[config.mk]
export PLATFORM = sky130hd
export DESIGN_NAME = sk6805_chain_driver
export DESIGN_NICKNAME = d
export VERILOG_FILES = /design/src/rtl/sk6805_chain_driver.sv
export SDC_FILE = /design/constraint.sdc
export NUM_CORES = 1
export LEC_CHECK = 0
export ABC_CLOCK_PERIOD_IN_PS = 11230
export BUFFER_PORTS_ARGS = -buffer_cell sky130_fd_sc_hd__clkbuf_2
export CORE_ASPECT_RATIO = 1.75
export CORE_MARGIN = 2
export CORE_UTILIZATION = 50
export DETAILED_ROUTE_END_ITERATION = 10
export GPL_TIMING_DRIVEN = 0
export MAX_ROUTING_LAYER = met4
export PLACE_DENSITY = 0.7
export SLEW_MARGIN = 20
export SYNTH_ARGS = -nofsm -noshare
export SYNTH_HDL_FRONTEND = slang
export SYNTH_SLANG_ARGS = --single-unit
[constraint.sdc]
create_clock -name clk_10MHz -period 11.23 [get_ports clk_10MHz]
set_clock_uncertainty 0.05 [all_clocks]
set_input_delay 1.123 -clock clk_10MHz [delete_from_list [all_inputs] [get_ports clk_10MHz]]
set_output_delay 1.123 -clock clk_10MHz [all_outputs]
set_load 0.02 [all_outputs]
[src/rtl/sk6805_chain_driver.sv]
// SK6805 single-wire chain driver: frame snapshot, brightness scaling,
// start/busy/done handshake, auto refresh and mandatory latch gaps.
module sk6805_chain_driver #(
    parameter int NUM_LEDS = 8,
    parameter int T_BIT    = 12,
    parameter int T0H      = 3,
    parameter int T1H      = 9,
    parameter int T_RESET  = 1000
) (
    input  logic                    clk_10MHz,
    input  logic                    Rst,
    input  logic [24*NUM_LEDS-1:0]  RGB_Data,
    input  logic [7:0]              Brightness,
    input  logic                    Start,
    input  logic                    Auto_Refresh,
    output logic                    Busy,
    output logic                    Frame_Done,
    output logic                    LED_IO
);

    typedef enum logic [2:0] {
        S_INIT_GAP,
        S_IDLE,
        S_LOAD,
        S_SEND,
        S_GAP
    } state_t;

    localparam int CW = (T_BIT > 1) ? $clog2(T_BIT) : 1;
    localparam int GW = (T_RESET > 1) ? $clog2(T_RESET) : 1;
    localparam int LW = (NUM_LEDS > 1) ? $clog2(NUM_LEDS) : 1;

    localparam logic [CW-1:0] C_BIT_LAST = CW'(T_BIT - 1);
    localparam logic [CW-1:0] C_T0H      = CW'(T0H);
    localparam logic [CW-1:0] C_T1H      = CW'(T1H);
    localparam logic [GW-1:0] C_GAP_LAST = GW'(T_RESET - 1);
    localparam logic [LW-1:0] C_LED_LAST = LW'(NUM_LEDS - 1);
    localparam logic [4:0]    C_SUB_LAST = 5'd23;

    state_t                  r_state, w_state_nxt;
    logic [CW-1:0]           r_cyc, w_cyc_nxt;
    logic [GW-1:0]           r_gap, w_gap_nxt;
    logic [LW-1:0]           r_led, w_led_nxt;
    logic [4:0]              r_sub, w_sub_nxt;
    logic [24*NUM_LEDS-1:0]  r_rgb, w_rgb_nxt;
    logic [7:0]              r_bri, w_bri_nxt;
    logic                    r_led_io, w_io_nxt;
    logic                    r_done, w_done_nxt;

    logic [23:0]             w_pix;
    logic [7:0]              w_r_s, w_g_s, w_b_s;
    logic [23:0]             w_grb;
    logic                    w_bit;
    logic [CW-1:0]           w_high_len;

    // Current pixel from the snapshot, scaled and reordered to G,R,B
    assign w_pix  = r_rgb[24*int'(r_led) +: 24];
    assign w_r_s  = 8'((16'(w_pix[23:16]) * (16'(r_bri) + 16'd1)) >> 8);
    assign w_g_s  = 8'((16'(w_pix[15:8])  * (16'(r_bri) + 16'd1)) >> 8);
    assign w_b_s  = 8'((16'(w_pix[7:0])   * (16'(r_bri) + 16'd1)) >> 8);
    assign w_grb  = {w_g_s, w_r_s, w_b_s};
    assign w_bit  = w_grb[C_SUB_LAST - r_sub];
    assign w_high_len = w_bit ? C_T1H : C_T0H;

    assign Busy       = (r_state != S_IDLE);
    assign Frame_Done = r_done;
    assign LED_IO     = r_led_io;

    // Next-state, counters and registered outputs for the following cycle
    always_comb begin
        w_state_nxt = r_state;
        w_cyc_nxt   = r_cyc;
        w_gap_nxt   = r_gap;
        w_led_nxt   = r_led;
        w_sub_nxt   = r_sub;
        w_rgb_nxt   = r_rgb;
        w_bri_nxt   = r_bri;
        w_io_nxt    = 1'b0;
        w_done_nxt  = 1'b0;
        unique case (r_state)
            S_INIT_GAP: begin
                if (r_gap == C_GAP_LAST) begin
                    w_state_nxt = S_IDLE;
                    w_gap_nxt   = '0;
                end else begin
                    w_gap_nxt = r_gap + GW'(1);
                end
            end
            S_IDLE: begin
                if (Start || Auto_Refresh) begin
                    w_state_nxt = S_LOAD;
                end
            end
            S_LOAD: begin
                w_rgb_nxt   = RGB_Data;
                w_bri_nxt   = Brightness;
                w_state_nxt = S_SEND;
                w_cyc_nxt   = '0;
                w_led_nxt   = '0;
                w_sub_nxt   = '0;
                w_io_nxt    = 1'b1;
            end
            S_SEND: begin
                if (r_cyc == C_BIT_LAST) begin
                    w_cyc_nxt = '0;
                    w_io_nxt  = 1'b1;
                    if (r_sub == C_SUB_LAST) begin
                        w_sub_nxt = '0;
                        if (r_led == C_LED_LAST) begin
                            w_state_nxt = S_GAP;
                            w_io_nxt    = 1'b0;
                            w_gap_nxt   = '0;
                            w_led_nxt   = '0;
                        end else begin
                            w_led_nxt = r_led + LW'(1);
                        end
                    end else begin
                        w_sub_nxt = r_sub + 5'd1;
                    end
                end else begin
                    w_cyc_nxt = r_cyc + CW'(1);
                    w_io_nxt  = ((r_cyc + CW'(1)) < w_high_len);
                end
            end
            S_GAP: begin
                if (r_gap == C_GAP_LAST) begin
                    w_state_nxt = S_IDLE;
                    w_gap_nxt   = '0;
                    w_done_nxt  = 1'b1;
                end else begin
                    w_gap_nxt = r_gap + GW'(1);
                end
            end
            default: begin
                w_state_nxt = S_INIT_GAP;
                w_gap_nxt   = '0;
            end
        endcase
    end

    // State and datapath registers with synchronous active-low reset
    always_ff @(posedge clk_10MHz) begin
        if (!Rst) begin
            r_state  <= S_INIT_GAP;
            r_cyc    <= '0;
            r_gap    <= '0;
            r_led    <= '0;
            r_sub    <= '0;
            r_rgb    <= '0;
            r_bri    <= '0;
            r_led_io <= 1'b0;
            r_done   <= 1'b0;
        end else begin
            r_state  <= w_state_nxt;
            r_cyc    <= w_cyc_nxt;
            r_gap    <= w_gap_nxt;
            r_led    <= w_led_nxt;
            r_sub    <= w_sub_nxt;
            r_rgb    <= w_rgb_nxt;
            r_bri    <= w_bri_nxt;
            r_led_io <= w_io_nxt;
            r_done   <= w_done_nxt;
        end
    end

endmodule

Yosys cells after proc, flatten, opt, wreduce, memory -nomap -nowiden
Index checks and enable logic that the tools add are counted.
Widths: inputs -> output; s select.
Operators by class
  reductions and logical operators: 10
  bitwise logic cells: 1
  muxes and demuxes: 28
  shift operators: 1
  equality and inequality tests: 14
  magnitude comparators: 2
  add/subtract/negate cells: 6
  multipliers: 4
Operators by type and width (number)
  $shiftx 192x9->24: 1
  $mux 10: 4
  $mul 8x16->16: 2
  $pmux 10 s3: 1
  $mux 3: 8
  $mul 8x9->16: 1
  $pmux 3 s4: 1
  $add 10x1->10 const B: 1
  $eq 10x10->1 const B: 1
  $mux 5: 2
  $pmux 5 s2: 1
  $add 8x1->9 const B: 1
  $mux 4: 2
  $ne 2x2->1 const B: 4
  $pmux 4 s2: 1
  $eq 3x2->1 const B: 2
  $eq 3x3->1 const B: 2
  $lt 5x6->1 const B: 1
  $pmux 3 s2: 1
  $add 5x1->5 const B: 1
  $bmux 1 s5: 1
  $eq 5x5->1 const B: 1
  $mul 2x3->5 const A: 1
  $mux 1: 5
  other kinds (18): 20
Word-level totals
  word-level logic and storage cells: 75
  register bits: 227
  output and inout port bits: 3

Logic depth before layout (Yosys ltp)
  word-level depth: 9
  depth in mapped cells: 31

Worst setup path before layout
No wires, ideal clock.
  path kind: register to register
  from: reg r_led[0]
  to: reg r_led_io (netlist: LED_IO)
  required time: 11.107 ns
  arrival time: 7.058 ns
  setup slack: 4.049 ns
  path buffers: 4
  cell stages (with the launch flop): 28
  setup time: 0.073 ns
  clock period less this slack: 7.181 ns
  cell sequence: dfxtp_1 buf_6 buf_12 buf_12 buf_2 mux4_2 mux2i_1 nor2b_1 fa_1 fa_1 inv_1 fa_1 fa_1 inv_1 ha_1 nand3b_1 or3_1 o221ai_1 a31o_2 mux2_2 o32a_1 a22oi_1 o21ai_0 ha_1 o211ai_1 nor2_1 o2111a_1 nor3_2
Between the ends
  longest elaborated chain between the ends: 9
RTL lines
  from (decl): RTL line 43  | logic [LW-1:0] r_led, w_led_nxt;
  from (signal assigned): RTL line 157  | r_led <= w_led_nxt;
  $mul 2x3->5: RTL line 57  | assign w_pix = r_rgb[24*int'(r_led) +: 24];
  $shiftx 192x9->24: RTL line 57
  $mul 8x16->16, or another cell as far along: RTL line 58  | assign w_r_s = 8'((16'(w_pix[23:16]) * (16'(r_bri) + 16'd1)) >> 8);
  $bmux 1 s5: RTL line 62  | assign w_bit = w_grb[C_SUB_LAST - r_sub];
  $mux 1 (not written as such): RTL line 62
  $mux 4: RTL line 63  | assign w_high_len = w_bit ? C_T1H : C_T0H;
  $lt 4x4->1: RTL line 122  | w_io_nxt = ((r_cyc + CW'(1)) < w_high_len);
  $mux 1 (*): RTL line 104  | if (r_cyc == C_BIT_LAST) begin
  $pmux 1 s2 (*): RTL line 80  | unique case (r_state)
  to (signal assigned): RTL line 161  | r_led_io <= w_io_nxt;
  to (decl): RTL line 47  | logic r_led_io, w_io_nxt;
Mark *: on every way between the ends. The rest lies on a longest branch, timed or not. The select of a mux whose other input is x is not followed.
A chain may end at the register's enable or synchronous reset.

Final worst setup path
  from: reg r_led[1]
  to: reg r_led_io (netlist: LED_IO)
Same word-level chain as after synthesis.

==> flow_metrics.env <==
export IMPL_cp_start_kind="flip-flop"
export IMPL_areaGrowthSynthToFinish_pct=13.3
export IMPL_drive_above_1_share=0.149
export IMPL_gp_congestion=0.985
export IMPL_dp_cells=2626
export IMPL_yosysWarnings=0
export IMPL_grt_max_degree=15
export IMPL_finalMaxSlewViolations=0
export IMPL_grt_pass1_vias=15830
export IMPL_syn_inst=1966
export IMPL_hold_path_depth=2
export IMPL_cts_hold_fix_buffers=0
export IMPL_dr_first_iter_drc_count=878
export IMPL_synth_async_reset_ratio=0
export IMPL_rows=89
export IMPL_arrival_ns=9.47
export IMPL_core_area_mm2=0.0335
export IMPL_period_share=0.807
export IMPL_critical_path_class="flip-flop to flip-flop"
export IMPL_diodes=0
export IMPL_layout_min_cycle_time_ns=9.07
export IMPL_cp_max_fo=10
export IMPL_ant_nets=0
export IMPL_reg2regPathDepth=27
export IMPL_tightest_slew_ns=1.15
export IMPL_synth_edf_count=0
export IMPL_clock_fmax_mhz=110
export IMPL_yosys_most_used_dff="dfxtp_1"
export IMPL_fin_cells=2661
export IMPL_die_area_mm2=0.0354
export IMPL_avgViaCountPerCell=5.63
export IMPL_cts_sinks=227
export IMPL_peakVddDrop_mv=0.107
export IMPL_synth_ff_latch_count=227
export IMPL_finalWirelength_um=53900
export IMPL_grt_antenna_before_repair=0
export IMPL_num_vias=14973
export IMPL_overflow=0
export IMPL_grt_pass1_wl_um=83900
export IMPL_cp_depth=27
export IMPL_io_pins=207
export IMPL_status="complete, no violations"
export IMPL_setup_violations_final=0
export IMPL_clk_pin_slew_ns=0.06
export IMPL_ctsHtreeMaxLevel=1
export IMPL_cts_repair_resized=0
export IMPL_total_power_uw=1570
export IMPL_dpl_hpwl_um=43600
export IMPL_setup_tns_ns=0
export IMPL_p_per_area_mw_per_mm2=81.9
export IMPL_critPathCaptureType="flip-flop"
export IMPL_cpLargestDelayFamily="adder cells"
export IMPL_crit_slowest_cell="mux2i_1"
export IMPL_hold_violations=0
export IMPL_crit_path_max_incr_delay_ns=0.87
export IMPL_final_cell_mix="nand2_1, dfxtp_1, clkbuf_2"
export IMPL_cts_setup_buffers=0
export IMPL_drc=0
export IMPL_layout_commonest_cell="nand2_1"
export IMPL_clk_latency_ns=0.52
export IMPL_clock_path_buffers=3
export IMPL_syn_area_per_cell_um2=8.61
export IMPL_hold_ws_ns=0.410
export IMPL_wl_per_cell_um=20.2
export IMPL_cts_tree="done"
export IMPL_firstDrtPassIters=5
export IMPL_grt_usage=0.321
export IMPL_maxCapViolCount=0
export IMPL_grt_setup_unrepaired="no"
export IMPL_numPortBuffers=205
export IMPL_cts_root_buffer="clkbuf_16"
export IMPL_cp_buffers_inverters=6
export IMPL_die_w_um=143
export IMPL_ys_seq_area_frac=0.268
export IMPL_required_ns=11.63
export IMPL_leakage_uw=0.00817
export IMPL_numCtsBuffers=21
export IMPL_path_common_cell="fa_1"
export IMPL_yosysUniqueCellTypes=74
export IMPL_hold_class="flip-flop to flip-flop"
export IMPL_syn_nets=2394
export IMPL_fin_nets=2622
export IMPL_syn_area_mm2=0.0169
export IMPL_slew_headroom=0.214
export IMPL_initial_utilization=0.505
export IMPL_die_h_um=247
[per-stage QoR]
step                      utilization  setup slack [ns]  cell area [um2]
after floorplan                     -              4.05            16900
after global placement          0.553              2.22            18500
after detailed placement        0.553              2.23            18500
after CTS                       0.572              2.23            19200
after global routing            0.572              1.80            19200
final                           0.572              2.16            19200
[cell families after synthesis]
group | synth area share
buf+inv | 0.0629
fa+ha+maj | 0.219
xor+xnor | 0.0171
flops | 0.268
mux | 0.0880
compound gates | 0.144
simple gates | 0.201
[worst paths after layout]
kind / startpoint / end / slack, ns
worst max-delay path: r_led[1] / LED_IO / 2.16
worst min-delay path: r_rgb[80] / r_rgb[80] / 0.41
worst min register to register: r_rgb[80] / r_rgb[80] / 0.41
worst max register to register: r_led[1] / LED_IO / 2.16
[state kept, by name, indices dropped and copies added (netlist names)]
signal	cells
Frame_Done	1
r_cyc	4
r_sub	5
LED_IO	1
r_rgb	192
r_gap	10
r_bri	8
r_state	3
r_led	3
[per-layer routing]
metal / routed length [um] / share of wire / vias to the layer above / track usage
met2: 28400 / 0.53 / 564 / 0.574
met4: 4740 / 0.088 / 0 / 0.243
met3: 2350 / 0.044 / 198 / 0.0287
li1: - / - / 6965 / -
met1: 18400 / 0.34 / 7246 / 0.320
met5: 0 / 0 / - / -
[cells in the mapped netlist (14+ instances only)]
master | count | share of area
or2_2 | 29 | 0.011
inv_1 | 157 | 0.035
a21boi_0 | 204 | 0.090
dfxtp_1 | 227 | 0.27
nor2_1 | 196 | 0.043
mux2i_1 | 30 | 0.018
o21ai_0 | 22 | 0.0065
a21o_1 | 14 | 0.0062
xor2_1 | 16 | 0.0083
a21oi_1 | 28 | 0.0083
mux4_2 | 36 | 0.048
fa_1 | 120 | 0.14
ha_1 | 104 | 0.077
nand2_1 | 445 | 0.099
nor2b_1 | 26 | 0.0096
clkbuf_1 | 97 | 0.022
xnor2_1 | 17 | 0.0088
[power breakdown]
group | switching (uW) | total [uW] | internal, uW
Sequential | 0.989 | 807 | 806
Clock | 312 | 696 | 384
Combinational | 30.9 | 67.8 | 36.9
[tightest hold or removal path: stages, from the launching register on]
cell and delay, ns:
dfxtp_1 0.31, nand2_1 0.04, a21boi_0 0.06
[layout make-up]
cell class,instances,area (um2)
Sequential cell,227,4540
Fill cell,3138,14300
Buffer,111,472
Timing Repair Buffer,205,1030
Clock inverter,3,21.3
Clock buffer,32,627
Inverter,158,593
Multi-Input combinational cell,1470,11300
Tap cell,455,569
No activity file was read; power rests on OpenSTA's default activity.
